<file path="src/rtl/alu_ctrl_pipe.sv">
// Registered ALU control decoder with valid/ready handshakes and multi-cycle MUL.
// Optional perf counters (perf_ops, perf_illegal) enabled by ALUCTRL_PERF_EN.
module alu_ctrl_pipe #(
    parameter int OPC_W      = 11,
    parameter int ALUOP_W    = 2,
    parameter int CTRL_W     = 4,
    parameter int MUL_CYCLES = 4
) (
    input  logic               clk,
    input  logic               rst_n,
    input  logic               flush,
    input  logic               in_valid,
    output logic               in_ready,
    input  logic [OPC_W-1:0]   opcode,
    input  logic [ALUOP_W-1:0] alu_op,
    output logic               out_valid,
    input  logic               out_ready,
    output logic [CTRL_W-1:0]  alu_ctrl,
    output logic               illegal,
    output logic               mul_busy
`ifdef ALUCTRL_PERF_EN
    ,
    output logic [15:0]        perf_ops,
    output logic [15:0]        perf_illegal
`endif
);

    localparam int CNT_W = (MUL_CYCLES > 1) ? $clog2(MUL_CYCLES) : 1;
    localparam bit MUL_MC = (MUL_CYCLES > 1);

    localparam logic [3:0] C_AND   = 4'b0000;
    localparam logic [3:0] C_ORR   = 4'b0001;
    localparam logic [3:0] C_ADD   = 4'b0010;
    localparam logic [3:0] C_EOR   = 4'b0011;
    localparam logic [3:0] C_SUB   = 4'b0110;
    localparam logic [3:0] C_PASSB = 4'b0111;
    localparam logic [3:0] C_LSL   = 4'b1000;
    localparam logic [3:0] C_LSR   = 4'b1001;
    localparam logic [3:0] C_MUL   = 4'b1010;

    typedef enum logic {
        IDLE,
        MUL_WAIT
    } state_t;

    state_t             state_q, state_d;
    logic [CNT_W-1:0]   cnt_q, cnt_d;
    logic               out_valid_q, out_valid_d;
    logic [CTRL_W-1:0]  ctrl_q, ctrl_d;
    logic               ill_q, ill_d;

    logic [10:0]        r_opc;
    logic [9:0]         i_opc;
    logic [3:0]         dec_ctrl;
    logic               dec_ill;
    logic               dec_mul;
    logic               accept;
    logic               xfer;

    assign r_opc = opcode[OPC_W-1 -: 11];
    assign i_opc = opcode[OPC_W-1 -: 10];

    always_comb begin
        dec_ctrl = C_ADD;
        dec_ill  = 1'b0;
        dec_mul  = 1'b0;
        unique case (alu_op[1:0])
            2'b00: dec_ctrl = C_ADD;
            2'b01: dec_ctrl = C_PASSB;
            2'b10: begin
                case (r_opc)
                    11'b10001011000: dec_ctrl = C_ADD;
                    11'b11001011000: dec_ctrl = C_SUB;
                    11'b10001010000: dec_ctrl = C_AND;
                    11'b10101010000: dec_ctrl = C_ORR;
                    11'b11001010000: dec_ctrl = C_EOR;
                    11'b11010011011: dec_ctrl = C_LSL;
                    11'b11010011010: dec_ctrl = C_LSR;
                    11'b10011011000: begin
                        dec_ctrl = C_MUL;
                        dec_mul  = MUL_MC;
                    end
                    default: dec_ill = 1'b1;
                endcase
            end
            2'b11: begin
                case (i_opc)
                    10'b1001000100: dec_ctrl = C_ADD;
                    10'b1101000100: dec_ctrl = C_SUB;
                    10'b1001001000: dec_ctrl = C_AND;
                    10'b1011001000: dec_ctrl = C_ORR;
                    default:        dec_ill  = 1'b1;
                endcase
            end
        endcase
    end

    // in_ready may read 1 during flush; the flush term blocks the accept.
    assign in_ready = (state_q == IDLE) && (!out_valid_q || out_ready);
    assign accept   = in_valid && in_ready && !flush;
    assign xfer     = out_valid_q && out_ready;

    always_comb begin
        state_d     = state_q;
        cnt_d       = cnt_q;
        out_valid_d = out_valid_q;
        ctrl_d      = ctrl_q;
        ill_d       = ill_q;
        if (flush) begin
            state_d     = IDLE;
            cnt_d       = '0;
            out_valid_d = 1'b0;
        end else begin
            unique case (state_q)
                IDLE: begin
                    if (xfer) out_valid_d = 1'b0;
                    if (accept) begin
                        if (dec_mul) begin
                            state_d = MUL_WAIT;
                            cnt_d   = CNT_W'(MUL_CYCLES - 1);
                        end else begin
                            out_valid_d = 1'b1;
                            ctrl_d      = CTRL_W'(dec_ctrl);
                            ill_d       = dec_ill;
                        end
                    end
                end
                MUL_WAIT: begin
                    if (cnt_q != '0) begin
                        cnt_d = cnt_q - 1'b1;
                    end else begin
                        out_valid_d = 1'b1;
                        ctrl_d      = CTRL_W'(C_MUL);
                        ill_d       = 1'b0;
                        state_d     = IDLE;
                    end
                end
            endcase
        end
    end

    always_ff @(posedge clk or negedge rst_n) begin
        if (!rst_n) begin
            state_q     <= IDLE;
            cnt_q       <= '0;
            out_valid_q <= 1'b0;
            ctrl_q      <= CTRL_W'(C_ADD);
            ill_q       <= 1'b0;
        end else begin
            state_q     <= state_d;
            cnt_q       <= cnt_d;
            out_valid_q <= out_valid_d;
            ctrl_q      <= ctrl_d;
            ill_q       <= ill_d;
        end
    end

    assign out_valid = out_valid_q;
    assign alu_ctrl  = ctrl_q;
    assign illegal   = ill_q;
    assign mul_busy  = (state_q == MUL_WAIT);

`ifdef ALUCTRL_PERF_EN
    logic [15:0] perf_ops_q, perf_ops_d;
    logic [15:0] perf_ill_q, perf_ill_d;

    always_comb begin
        perf_ops_d = perf_ops_q;
        perf_ill_d = perf_ill_q;
        if (xfer && perf_ops_q != 16'hFFFF) perf_ops_d = perf_ops_q + 16'd1;
        if (xfer && ill_q && perf_ill_q != 16'hFFFF) perf_ill_d = perf_ill_q + 16'd1;
    end

    always_ff @(posedge clk or negedge rst_n) begin
        if (!rst_n) begin
            perf_ops_q <= '0;
            perf_ill_q <= '0;
        end else begin
            perf_ops_q <= perf_ops_d;
            perf_ill_q <= perf_ill_d;
        end
    end

    assign perf_ops     = perf_ops_q;
    assign perf_illegal = perf_ill_q;
`endif

endmodule
</file>
<file path="config.mk">
export PLATFORM = sky130hd
export DESIGN_NAME = alu_ctrl_pipe
export DESIGN_NICKNAME = d
export VERILOG_FILES = /design/src/rtl/alu_ctrl_pipe.sv
export SDC_FILE = /design/constraint.sdc
export NUM_CORES = 1
export LEC_CHECK = 0
export ABC_CLOCK_PERIOD_IN_PS = 3800
export CAP_MARGIN = 10
export CORE_MARGIN = 4
export CORE_UTILIZATION = 45
export DETAILED_ROUTE_END_ITERATION = 8
export GPL_ROUTABILITY_DRIVEN = 0
export HOLD_SLACK_MARGIN = 0.03
export PLACE_DENSITY = 0.82
export SYNTH_ARGS = -nofsm -noshare
export SYNTH_HDL_FRONTEND = slang
export SYNTH_SLANG_ARGS = --single-unit
</file>
<file path="constraint.sdc">
create_clock -name clk -period 3.8 [get_ports clk]
set_input_delay 0.38 -clock clk [delete_from_list [all_inputs] [get_ports clk]]
set_output_delay 0.38 -clock clk [all_outputs]
set_load 0.03 [all_outputs]
</file>
* Yosys cells after proc, flatten, opt, wreduce, memory -nomap -nowiden
Cells that the tools add are included.
** Operators by class
- Add/sub/neg operators :: 1
- Equality and inequality tests :: 22
- Mux-type cells :: 32
- Bitwise operators :: 2
- Reduce and logical (&&, ||, !) cells :: 13
** Operators with widths (number)
- 11-bit equality test, second input constant :: 8
- 10-bit equality test, second input constant :: 4
- 4-bit one-hot mux with 7 select lines :: 1
- 1-bit 2-to-1 mux :: 16
- 4-bit one-hot mux with 4 select lines :: 1
- 4-bit 2-to-1 mux :: 3
- 3-bit != test, second input constant :: 3
- 3-bit one-hot mux with 3 select lines :: 1
- 2-bit 2-to-1 mux :: 4
- 1-bit one-hot mux with 2 select lines :: 4
- 4-bit one-hot mux with 2 select lines :: 1
- 8-bit OR reduction :: 1
- 2-bit != test, second input constant :: 3
- 2-bit equality test, second input constant :: 2
- 1-bit logical AND :: 4
- 2-bit one-hot mux with 2 select lines :: 1
- 4-bit AND reduction :: 1
- 4-bit OR reduction :: 1
- 3-bit by 2-bit != test with 1-bit output, second input constant :: 1
- 3-bit AND reduction :: 1
- 2-bit by 1-bit equality test with 1-bit output, second input constant :: 1
- 1-bit zero test :: 2
- 2-bit zero test :: 1
- 1-bit NOT :: 2
- other kinds (3) :: 3
** Storage, ports and cells
- Flip-flop bits (word level) :: 9
- Bits of input ports :: 18
- Output and inout port bits :: 8
- Logic and storage cells :: 75

* Logic depth before layout (Yosys ltp)
- Word-level depth :: 8
- Gate-level depth with buffers :: 6
- Gate-level depth less buffers :: 6

* Worst setup path before layout
No wires, ideal clock.
- Path kind :: input-to-reg
- Start :: in opcode[9]
- End :: reg ctrl_q[0], in the netlist alu_ctrl[0]
- Library setup time :: 0.128 ns
- Data arrival time :: 1.727 ns
- Required time :: 3.672 ns
- Slack :: 1.946 ns
- Stages :: 5
- Path buffers :: 1
- Cells stage by stage :: buf_6 or4b_4 o41ai_4 o21ai_2 mux2_1
** Between the ends
- Longest elaborated chain between the ends :: 6
- Elaborated cells on any way between the ends :: 20
- Those cells by class :: eq/ne (11); mux (8); reduce/logical (1)
** Ends and longest elaborated chain
- start, declared :: line 14 : input logic [OPC_W-1:0] opcode,
- 11-bit equality test / 10-bit equality test (equally long branches) :: line 71, 87
- 4-bit one-hot mux with 7 select lines / 3-bit one-hot mux with 3 select lines (equally long branches) :: line 71, 87
- 4-bit one-hot mux with 4 select lines :: line 67 : unique case (alu_op[1:0])
- 4-bit 2-to-1 mux :: line 118 : if (dec_mul) begin
- 4-bit 2-to-1 mux :: line 117 : if (accept) begin
- 4-bit one-hot mux with 2 select lines :: line 114 : unique case (state_q)
- end signal, assigned :: line 147 : ctrl_q <= CTRL_W'(C_ADD);
- end signal, assigned :: line 153 : ctrl_q <= ctrl_d;
- end, declared :: line 49 : logic [CTRL_W-1:0] ctrl_q, ctrl_d;
Several ways; a longest one is shown, not always the timed one. The select of a mux whose other input is x is not followed.
A chain may end at the register's enable or synchronous reset.

* Worst setup path after layout
- Start :: in out_ready
- End :: out in_ready
** Between the ends
- Longest elaborated chain between the ends :: 2
** Ends and longest elaborated chain
- start, declared :: line 17 : input logic out_ready,
- 1-bit logical OR :: line 99 : assign in_ready = (state_q == IDLE) && (!out_valid_q || out_ready);
- 1-bit logical AND :: line 99
- end, declared :: line 13 : output logic in_ready,
Every way passes these cells.

==> results.md <==
• **CTS tree** yes
• **Post-DP Area** 935 sq um
• **FILL cells** 110
• **start point of the critical path** out_ready
• **net total in the final layout** 127
• **worst-case register-to-register setup slack** 2300 ps
• **Die Span Y** 46.8 microns
• **startpoint kind of the worst setup timing path** input pin
• **capturing instance or port of the critical path** in_ready
• **area of the die** 0.00219 sq mm
• **fraction of the cycle the final worst path needs** 0.585
• **Antenna Diode Count** 0
• **antenna violations before repair** 0
• **CTS clk-pin slew, worst paths** 60 ps
• **critical register-to-register path endpoint** cnt_q[0]
• **first-pass GRT wire length** 2950 microns
• **upper clock frequency limit** 0.450 GHz
• **cells taking the most area after synthesis** dfrtp_1 (30%), nor2_1 (5.5%), inv_1 (5.0%), a21oi_1 (4.4%), a211oi_1 (4.4%)
• **multiplexer fraction of the synthesized cell area** 0.0166
• **CTS H-Tree Depth** 1
• **TritonCTS buffer count** 3
• **post-synthesis sequential element count** 9
• **residual overflow from global routing** 0
• **DPL Wire Length** 1450 microns
• **total number of placement rows** 13
• **gate count after technology mapping** 79
• **number of setup buffers added after CTS** 0
• **maximum number of pins on one net before global-route repair** 10
• **aggregate negative setup slack** 0 ps
• **post-cts gate resize count** 0
• **top cell type by total area after synthesis** dfrtp_1
• **path class of the lowest-slack min-delay path** input pin to asynchronous set/reset pin
• **Worst Path Class, Setup** input pin to output pin
• **fraction of synthesized cell area taken by the top area cell type** 0.296
• **net count after synthesis** 98
• **area growth from synthesis to final layout** 42.0%
• **average routed wire per standard cell** 14.3 microns
• **skew final** 6.55 ps
• **Lkg Pwr** 0.360 nW
• **PortBufs** 25
• **Final Hold Fails** 0
• **proportion of layout cells with a drive suffix above 1** 0.0748
• **max-cap viol count** 0
• **starting density of the core** 0.495
• **RR Startpoint** cnt_q[0]
• **Post-Route WL** 1750 microns
• **average footprint of a synthesized cell** 8.57 sq um
• **initial detailed-routing violation count** 26
• **minimum clock period after layout** 2220 ps
• **# setup viols final** 0
• **die width** 46.8 microns
• **Total GRT Usage** 0.190
• **via count of the first global-routing pass** 656
• **type of destination of the critical path** output pin
• **summed instance area of the synthesized netlist** 677 sq um
• **Seq/Total Area, Yosys** 0.335
• **Max Slew Vio Count** 0
• **maximum resistive drop on vdd** 0.000190 V
• **Worst-Margin Slew** 400 ps
• **post-route ant nets** 0
• **Synth cell types** 34
• **core box area** 0.00137 sq mm
• **via count normalized by instance count** 5.77
• **Max-slew headroom** 0.732
• **root buffer cell** clkbuf_4
• **synthesized-area fraction occupied by ao, oa, aoi and oai cells** 0.246
• **RSZ-0062 raised after global routing** false
• **I/O pin count** 26
• **Max clock buf depth** 2
• **dominant combinational cell family by area after synthesis** simple AND/OR/NAND/NOR gates
• **outcome** finished, final reports clean
• **number of optimization iterations in the first detailed-route pass** 4
• **vias** 704
• **hold-fix buffers at CTS** 0
• **Sink Count** 9
• **number of warnings printed during yosys synthesis** 0
• **synthesized-area fraction occupied by xor and xnor cells** 0.0129
• **highest fanout seen on the critical path** 3
• **data required time of the worst path** 3420 ps
• **Final Cell Area** 961 sq um
• **power density over cell area** 270 mW/mm^2
• **clock insertion delay at the later pin of the skew report** 260 ps
• **Reg2Reg Depth** 6
• **share of synthesized cell area in and, or, nand and nor gates** 0.305
• **drc violations** 0
• **adder and majority cell fraction of the synthesized area** 0.0185
• **CP Data Arrival Time** 1840 ps
-- cell usage after synthesis --
master and instances:
dfstp_2 1, ha_1 1, dfrtp_1 8, a211oi_1 4
xnor2_1 1, a41oi_1 1, mux2_1 1, o21ai_2 1
or3b_2 1, a31oi_1 1, and2_1 1, nor4_1 2
or4_1 2, buf_6 1, a21oi_1 6, o21ai_0 3
nor2_1 10, nand4b_1 1, nand3b_1 3, nor3_1 3
o22ai_1 1, or3_1 2, nand3_1 1, or4b_4 1
a221oi_1 2, nor2b_1 2, nor3b_1 1, o2bb2ai_1 1
o41ai_4 1, a21o_1 1, nand2_1 2, or3b_1 1
nand2b_1 2, inv_1 9
-- worst min path at each step --
stage / startpoint / slack, ps / to / cells past startpoint
after floorplan: rst_n / 80 / alu_ctrl[0] / 0
after global placement: cnt_q[0] / 430 / cnt_q[0] / 1
after CTS: rst_n / 420 / alu_ctrl[2] / 1
after detailed placement: cnt_q[0] / 440 / cnt_q[0] / 1
final: rst_n / 410 / alu_ctrl[3] / 1
after global routing: rst_n / 430 / illegal / 1
-- final cells by class --
cell class                      count  area (sq um)  share of cell area
Timing Repair Buffer               25           250               0.260
Inverter                            9          33.8              0.0352
Multi-Input combinational cell     60           405               0.422
Tap cell                           15          18.8              0.0195
Sequential cell                     9           226               0.236
Clock buffer                        4          26.3              0.0273
-- placed cells by master, fill, tap and decap left out, drive strengths merged, types with 2 or more instances in the layout --
| master | netlist | routed |
|---|---|---|
| a211oi | 4 | 4 |
| a21oi | 6 | 6 |
| a221oi | 2 | 2 |
| clkbuf | 0 | 4 |
| clkdlybuf4s50 | 0 | 25 |
| dfrtp | 8 | 8 |
| inv | 9 | 9 |
| nand2 | 2 | 2 |
| nand2b | 2 | 2 |
| nand3b | 3 | 3 |
| nor2 | 10 | 10 |
| nor2b | 2 | 2 |
| nor3 | 3 | 3 |
| nor4 | 2 | 2 |
| o21ai | 4 | 4 |
| or3 | 2 | 2 |
| or3b | 2 | 2 |
| or4 | 2 | 2 |
-- power by group --
part | internal (mW) | switching [mW]
clock network | 0.0404 | 0.0321
registers | 0.103 | 0.00361
logic | 0.0393 | 0.0415
total | 0.183 | 0.0772
-- routing by layer --
layer / track usage / vias up / part of all wire
met1: 0.280 / 323 / 0.47
met2: 0.255 / 27 / 0.46
met3: 0.0766 / 2 / 0.060
li1: - / 352 / -
met5: 0 / - / 0
met4: 0.0552 / 0 / 0.0046
-- sequential cells by signal (all words and copies together), names as in the netlist --
register	count
alu_ctrl	4
cnt_q	2
illegal	1
mul_busy	1
out_valid	1
-- kinds of logic after synthesis --
| logic type | Yosys count |
|---|---|
| XOR/XNOR | 1 |
| flip-flops | 9 |
| multiplexers | 1 |
| AO/OA/AOI/OAI | 22 |
| buffers and inverters | 10 |
| adder cells (fa/ha/maj) | 1 |
| AND/OR/NAND/NOR | 35 |
-- worst max-delay path, stage by stage --
cell	delay [ps]
clkdlybuf4s50_1	450
inv_1	40
a21o_1	200
inv_1	90
clkdlybuf4s50_1	680
-- metrics by stage --
stage / power (mW) / worst slack (ps) / utilization / hold WS (ps) / std cells
5_1_grt: 0.275 / 1480 / 0.703 / 432 / 122
3_5_place_dp: 0.189 / 1340 / 0.684 / 443 / 118
4_1_cts: 0.263 / 1570 / 0.703 / 416 / 122
3_3_place_gp: 0.188 / 1380 / 0.684 / 435 / 118
6_report: 0.260 / 1580 / 0.703 / 411 / 122
2_1_floorplan: 0.147 / 1950 / - / 84.4 / 79
Note: power is estimated with default switching activity, not from simulation.
